==> config.mk <==
export PLATFORM = sky130hd
export DESIGN_NAME = wishbone_decoder
export DESIGN_NICKNAME = d
export VERILOG_FILES = /design/src/rtl/wishbone_decoder_pkg.sv /design/src/rtl/wishbone_timeout_counter.sv /design/src/rtl/wishbone_decoder.sv
export SDC_FILE = /design/constraint.sdc
export NUM_CORES = 1
export LEC_CHECK = 0
export BUFFER_PORTS_ARGS = -buffer_cell sky130_fd_sc_hd__buf_4
export CORE_AREA = 4 4 121 123
export CTS_CLUSTER_SIZE = 10
export DETAILED_ROUTE_END_ITERATION = 10
export DIE_AREA = 0 0 125 127
export PLACE_DENSITY = 0.41
export SLEW_MARGIN = 20
export SYNTH_ARGS = -nofsm -noshare
export SYNTH_HDL_FRONTEND = slang
export SYNTH_SLANG_ARGS = --single-unit
==> constraint.sdc <==
create_clock -name CLK -period 1.9 [get_ports CLK]
set_input_delay 0.095 -clock CLK [delete_from_list [all_inputs] [get_ports CLK]]
set_output_delay 0.095 -clock CLK [all_outputs]
set_load 0.1 [all_outputs]
==> src/rtl/wishbone_decoder_pkg.sv <==
// Shared types and constants for the Wishbone address decoder slice.
package wishbone_decoder_pkg;

    localparam int unsigned WB_SEL_W = 4;

    typedef enum logic [1:0] {
        IDLE = 2'd0,
        BUSY = 2'd1,
        ERR  = 2'd2
    } dec_state_t;

    // Subordinate index width; a single subordinate still needs a 1-bit select.
    function automatic int unsigned idx_width(input int unsigned n);
        return (n <= 1) ? 1 : $clog2(n);
    endfunction

endpackage

==> src/rtl/wishbone_timeout_counter.sv <==
// Watchdog counter for the decoder: counts enabled cycles, raises terminal after TERMINAL of them.
module wishbone_timeout_counter
    import wishbone_decoder_pkg::*;
#(
    parameter int unsigned TERMINAL = 255
) (
    input  logic CLK,
    input  logic nRST,
    input  logic clear,
    input  logic enable,
    output logic terminal
);

    localparam int unsigned LAST  = (TERMINAL > 0) ? TERMINAL - 1 : 0;
    localparam int unsigned CNT_W = (TERMINAL > 1) ? $clog2(TERMINAL) : 1;

    logic [CNT_W-1:0] count_q, count_d;

    // terminal is high during the TERMINAL-th enabled cycle, so the caller can still let an ack win.
    always_comb begin
        terminal = (count_q == CNT_W'(LAST));
        count_d  = count_q;
        if (clear)
            count_d = '0;
        else if (enable && !terminal)
            count_d = count_q + 1'b1;
    end

    always_ff @(posedge CLK or negedge nRST) begin
        if (!nRST)
            count_q <= '0;
        else
            count_q <= count_d;
    end

endmodule

==> src/rtl/wishbone_decoder.sv <==
// Wishbone 1-to-NUM_SUBS address decoder with error termination for unmapped addresses.
// Define WB_DECODER_TIMEOUT_EN to add a watchdog that aborts BUSY after TIMEOUT_CYCLES without ack.
module wishbone_decoder
    import wishbone_decoder_pkg::*;
#(
    parameter int unsigned NUM_SUBS       = 4,
    parameter logic [31:0] BASE_ADDR      = 32'h3000_0000,
    parameter int unsigned REGION_BITS    = 16,
    parameter int unsigned TIMEOUT_CYCLES = 255
) (
    input  logic                     CLK,
    input  logic                     nRST,
    input  logic [31:0]              ADR_I,
    input  logic [31:0]              DAT_I,
    input  logic [WB_SEL_W-1:0]      SEL_I,
    input  logic                     WE_I,
    input  logic                     STB_I,
    input  logic                     CYC_I,
    output logic [31:0]              DAT_O,
    output logic                     ACK_O,
    output logic                     ERR_O,
    output logic [31:0]              S_ADR_O,
    output logic [31:0]              S_DAT_O,
    output logic [WB_SEL_W-1:0]      S_SEL_O,
    output logic                     S_WE_O,
    output logic [NUM_SUBS-1:0]      S_STB_O,
    output logic [NUM_SUBS-1:0]      S_CYC_O,
    input  logic [NUM_SUBS*32-1:0]   S_DAT_I,
    input  logic [NUM_SUBS-1:0]      S_ACK_I
);

    localparam int unsigned IDX_W  = idx_width(NUM_SUBS);
    // 33-bit window bounds so a window ending at 4 GiB does not wrap to zero.
    localparam logic [32:0] WIN_LO = {1'b0, BASE_ADDR};
    localparam logic [32:0] WIN_HI = WIN_LO + (33'(NUM_SUBS) << REGION_BITS);

    dec_state_t       state_q, state_d;
    logic [IDX_W-1:0] sel_q, sel_d;

    logic             hit;
    logic [IDX_W-1:0] idx;
    logic             sel_ack;
    logic [31:0]      sel_dat;
    logic             timeout;

    always_comb begin
        hit = ({1'b0, ADR_I} >= WIN_LO) && ({1'b0, ADR_I} < WIN_HI);
        idx = IDX_W'((ADR_I - BASE_ADDR) >> REGION_BITS);
    end

    // Only the latched subordinate can ack or return data; all others are masked here.
    always_comb begin
        sel_ack = 1'b0;
        sel_dat = '0;
        for (int unsigned i = 0; i < NUM_SUBS; i++) begin
            if (IDX_W'(i) == sel_q) begin
                sel_ack = S_ACK_I[i];
                sel_dat = S_DAT_I[i*32 +: 32];
            end
        end
    end

`ifdef WB_DECODER_TIMEOUT_EN
    logic wd_terminal;

    wishbone_timeout_counter #(
        .TERMINAL (TIMEOUT_CYCLES)
    ) u_timeout (
        .CLK      (CLK),
        .nRST     (nRST),
        .clear    (state_q != BUSY),
        .enable   ((state_q == BUSY) && !sel_ack),
        .terminal (wd_terminal)
    );

    always_comb timeout = (state_q == BUSY) && wd_terminal && !sel_ack;
`else
    logic unused_timeout_cfg;

    always_comb begin
        timeout            = 1'b0;
        unused_timeout_cfg = ^32'(TIMEOUT_CYCLES);
    end
`endif

    always_comb begin
        state_d = state_q;
        sel_d   = sel_q;
        unique case (state_q)
            IDLE: begin
                if (STB_I && CYC_I) begin
                    if (hit) begin
                        state_d = BUSY;
                        sel_d   = idx;
                    end else begin
                        state_d = ERR;
                    end
                end
            end
            BUSY: begin
                if (!CYC_I || sel_ack)
                    state_d = IDLE;
                else if (timeout)
                    state_d = ERR;
            end
            ERR:     state_d = IDLE;
            default: state_d = IDLE;
        endcase
    end

    always_ff @(posedge CLK or negedge nRST) begin
        if (!nRST) begin
            state_q <= IDLE;
            sel_q   <= '0;
        end else begin
            state_q <= state_d;
            sel_q   <= sel_d;
        end
    end

    // Everything is quiet outside BUSY/ERR; BUSY passes the manager through to the latched target.
    always_comb begin
        DAT_O   = '0;
        ACK_O   = 1'b0;
        ERR_O   = 1'b0;
        S_ADR_O = '0;
        S_DAT_O = '0;
        S_SEL_O = '0;
        S_WE_O  = 1'b0;
        S_STB_O = '0;
        S_CYC_O = '0;
        if (state_q == BUSY) begin
            S_ADR_O = ADR_I;
            S_DAT_O = DAT_I;
            S_SEL_O = SEL_I;
            S_WE_O  = WE_I;
            DAT_O   = sel_dat;
            ACK_O   = sel_ack && CYC_I;
            for (int unsigned i = 0; i < NUM_SUBS; i++) begin
                if (IDX_W'(i) == sel_q) begin
                    S_STB_O[i] = STB_I;
                    S_CYC_O[i] = CYC_I;
                end
            end
        end else if (state_q == ERR) begin
            ERR_O = 1'b1;
        end
    end

endmodule

## Word-level counts from Yosys, hierarchy flattened

Index checks and enable logic that the tools add are counted.
Widths: inputs -> output; s select.

| word-level totals | value |
|---|---|
| bits in registers | 4 |
| bits of input ports | 205 |

| operators by class | value |
|---|---|
| add/sub/neg operators | 1 |
| order comparisons | 2 |
| equal/unequal tests | 7 |
| muxes and demuxes | 30 |
| reductions and logical operators | 9 |

Operator list:

| operator | count |
|---|---|
| $mux 32 | 7 |
| $ge 32x30->1 const B | 1 |
| $lt 32x30->1 const B | 1 |
| $sub 18x1->18 const B | 1 |
| $mux 1 | 16 |
| $mux 4 | 3 |
| $mux 2 | 3 |
| $eq 2x2->1 const A | 2 |
| $logic_not 2->1 | 2 |
| $ne 2x2->1 const B | 2 |
| $pmux 2 s2 | 1 |
| $logic_and 1x1->1 | 3 |
| $reduce_and 3->1 | 1 |
| $eq 1x2->1 const A | 1 |
| $eq 2x1->1 const B | 1 |
| $eq 2x2->1 const B | 1 |
| $reduce_and 2->1 | 1 |
| $logic_not 1->1 | 1 |
| $logic_or 1x1->1 | 1 |

## Longest topological paths before layout

| logic depth | value |
|---|---|
| depth after elaboration | 8 |
| mapped depth | 4 |
| depth with buffers taken out | 4 |

## Least setup slack after synthesis

No wires, ideal clock.

| path | value |
|---|---|
| path kind | register to output |
| from | register state_q[1] |
| to | output port S_CYC_O[0] |
| arrival time | 2.985 ns |
| required time | 1.805 ns |
| setup slack | -1.180 ns |
| stages on the path, launching flop included | 5 |
| cells stage by stage | dfrtp_1 and2b_1 buf_2 nand2_1 nor3_1 |

| between the ends | value |
|---|---|
| longest elaborated chain between the ends | 2 |

RTL lines:

| item | RTL line | text |
|---|---|---|
| from (decl) | wishbone_decoder.sv:37 | `dec_state_t state_q, state_d;` |
| from (signal assigned) | wishbone_decoder.sv:116 | `state_q <= state_d;` |
| $eq 2x1->1 | wishbone_decoder.sv:132 | `if (state_q == BUSY) begin` |
| $mux 4 | wishbone_decoder.sv:132 |  |
| to (decl) | wishbone_decoder.sv:27 | `output logic [NUM_SUBS-1:0] S_CYC_O,` |

No other way between the ends.

## Worst setup path in the final report

| path | value |
|---|---|
| from | register sel_q[0] |
| to | output port DAT_O[0] |

| between the ends | value |
|---|---|
| longest elaborated chain between the ends | 6 |
| elaborated cells between the ends (all ways) | 9 |
| classes of those cells | eq/ne: 3; mux: 5; reduce/logical: 1 |

RTL lines:

| item | RTL line | text |
|---|---|---|
| from (decl) | wishbone_decoder.sv:38 | `logic [IDX_W-1:0] sel_q, sel_d;` |
| from (signal assigned) | wishbone_decoder.sv:117 | `sel_q <= sel_d;` |
| $logic_not 2->1 | wishbone_decoder.sv:56 | `if (IDX_W'(i) == sel_q) begin` |
| $mux 32 (3 in a row) | wishbone_decoder.sv:56 |  |
| $mux 32 (*) | wishbone_decoder.sv:56 |  |
| $mux 32 (*) | wishbone_decoder.sv:132 |  |
| to (decl) | wishbone_decoder.sv:19 | `output logic [31:0] DAT_O,` |

Mark *: on every way between the ends. The rest lies on a longest branch, timed or not.

==> flow_summary_export.csv <==
group,metric,value,unit
placement,io_buffers,315,
route,via_count,2733,
outcome,outcome,"finished, final reports clean",
synth,syn_nets,389,
grt,grt_max_degree,38,
clock_tree,clkTransAtPathRegs,0.03,ns
clock_tree,clockBufferDepth,2,
grt,antenna_found_initial,0,
route,detail_route.vias_per_cell,4.02,
placement,dp_hpwl,9720,um
run,drv_cap,0,
final_layout,nNetsFinal,707,
sta,finClkSkew,0.000323,ns
hold_path,holdPathEnd,"sel_q[0]",
sta,drv_slew,0,
critical_path,critPathCaptureType,"primary output",
clock_tree,clk-insertion-delay-late,0.22,ns
critical_path,cp.required,1.80,ns
grt,grt.total_usage,12.9,%
final_layout,final_cell_mix,"buf_4, and2_2, and2_1",
floorplan,die_h,127,um
final_layout,fin_cells,680,
synth,syn-cell-area,1760,um2
placement,dp.cells,668,
route,ant_nets,0,
sta,finalCritPeriodShare,100,%
sta,hold_viol_final,0,
sta,max_slew_margin,77.5,%
critical_path,worstReg2RegEnd,"state_q[0]",
hold_path,min_from,"ADR_I[16]",
floorplan,die-area,15900,um2
route,drtIter0Drc,85,
final_layout,mostFrequentLayoutCell,"buf_4",
final_layout,final_util,35.5,%
sta,grt_setup_unrepaired,"true",
route,wl,11200,um
hold_path,min_path_type,"input pin to register",
route,wl_per_cell,16.5,um
grt,grt_pass1_vias,2960,
critical_path,crit_arrival,1.80,ns
synth,ys_seq_area_share,5.70,%
sta,final-setup-viol-count,0,
sta,timing.fmax,526,MHz
clock_tree,cts_buffers,3,
floorplan,start_util,12.9,%
placement,finalWeightedCongestion,0.832,
grt,grt_pass1_wl,16300,um
sta,period_needed,1.90,ns
power_and_ir_drop,leakage,2.41,nW
floorplan,row_count,43,
critical_path,worstSetupPathType,"register to primary output",
power_and_ir_drop,irDropWorstVdd,0.218,mV
critical_path,r2r_setup_slack,0.57,ns
synth,synth_warnings,0,
route,drt-pass1-iter-count,4,
final_layout,drive_above_1_share,87.4,%
hold_path,worstHoldPathCells,2,
synth,netlist_instances,184,
floorplan,pin_count,316,
grt,gr-total-overflow,0,
critical_path,critPathMaxFanout,7,
power_and_ir_drop,power_density,168,nW/um2
clock_tree,cts-root-buf,"clkbuf_16",
floorplan,die-width,125,um
critical_path,r2r-start,"sel_q[0]",
sta,worst_slew_pin_slew,0.335,ns
final_layout,n_antenna_cell,0,
critical_path,startpoint_type,"register",
synth,syn_avg_cell_area,9.55,um2
clock_tree,cts_tree,"built",
route,drc,0,
synth,synth.distinct_cells,21,
sta,final.setup.tns,0,ns
clock_tree,htree_levels,1,
floorplan,core,13700,um2
clock_tree,cts_num_sinks,4,
synth,synth-seq-cells,4,
final_layout,area_growth,176,%
critical_path,worstRegToRegCells,3,
[per-stage QoR]
| step | hold WS [ns] | setup WS (ns) | power [W] | instance area, um2 |
|---|---|---|---|---|
| floorplan | -0.201 | -0.432 | 0.000157 | 1840 |
| global placement | -0.104 | 0.166 | 0.000479 | 4450 |
| detailed placement | -0.103 | 0.146 | 0.000487 | 4450 |
| CTS | 0.115 | -0.0724 | 0.000823 | 4640 |
| global route | 0.116 | -0.0752 | 0.000862 | 4850 |
| finish | 0.113 | 0.000428 | 0.000815 | 4850 |
[timing repair]
item                       CTS  global route
buffers inserted             1             5
hold endpoints to repair     4             0
hold buffers                 1             0
pin swaps                    0             8
setup endpoints to repair   65            62
gates resized for setup     16            43
gates cloned                 1             1
[cell type report]
cell class                 count  area, um2
tap                          180        225
sequential                     4        103
clock buffer                   3       75.1
multi-input combinational    161       1670
timing repair buffer         332       2780
fill                        1400       8810
[power breakdown]
group	switching [W]	leakage, nW	total (W)	internal, W
logic	0.0000827	2.32	0.000396	0.000314
clock network	0.0000610	0.0370	0.000330	0.000269
registers	0.00000167	0.0517	0.0000886	0.0000870
[registers in the layout, summed over array words and instances (netlist names)]
| register | count |
|---|---|
| sel_q | 2 |
| state_q | 2 |
[cells in the mapped netlist]
cell / instances / area (um2)
and2_1: 100 / 626
and2_2: 1 / 7.51
and2b_1: 1 / 7.51
and3_1: 1 / 6.26
buf_1: 1 / 3.75
buf_2: 5 / 25.0
buf_6: 2 / 22.5
clkbuf_1: 11 / 41.3
dfrtp_1: 4 / 100
mux2_4: 2 / 30.0
mux4_2: 33 / 743
nand2_1: 4 / 15.0
nand2b_1: 2 / 12.5
nand4_1: 1 / 6.26
nor2_1: 7 / 26.3
nor2b_1: 1 / 6.26
nor3_1: 2 / 10.0
nor4_2: 1 / 12.5
nor4_4: 1 / 21.3
nor4b_1: 3 / 26.3
o21bai_1: 1 / 7.51
[worst max-delay path by stage]
stage / from / to / cells past startpoint
global route: sel_q[0] / DAT_O[31] / 4
finish: sel_q[0] / DAT_O[0] / 4
floorplan: state_q[1] / S_CYC_O[3] / 4
CTS: sel_q[0] / DAT_O[14] / 4
detailed placement: sel_q[0] / DAT_O[11] / 4
global placement: sel_q[0] / DAT_O[11] / 4
[cells by family after synthesis]
family / after synthesis / share of synthesized area [%]
multiplexers: 35 / 44.0
AND/OR/NAND/NOR: 125 / 44.6
buffers and inverters: 19 / 5.27
flip-flops: 4 / 5.70
AO/OA/AOI/OAI: 1 / 0.428
[critical path: stages, from the launching register on]
cell     delay, ns
dfrtp_2       0.46
buf_6         0.19
mux4_2        0.49
and2_2        0.21
buf_4         0.23
[per-layer routing]
layer | vias to the layer above | GRT usage (%) | part of all wire [%]
met5 | - | 0 | 0
met4 | 0 | 2.23 | 0.97
met3 | 8 | 5.06 | 12
met2 | 191 | 25.5 | 56
li1 | 1286 | - | -
met1 | 1248 | 12.7 | 31
(Power assumes the default switching activity.)
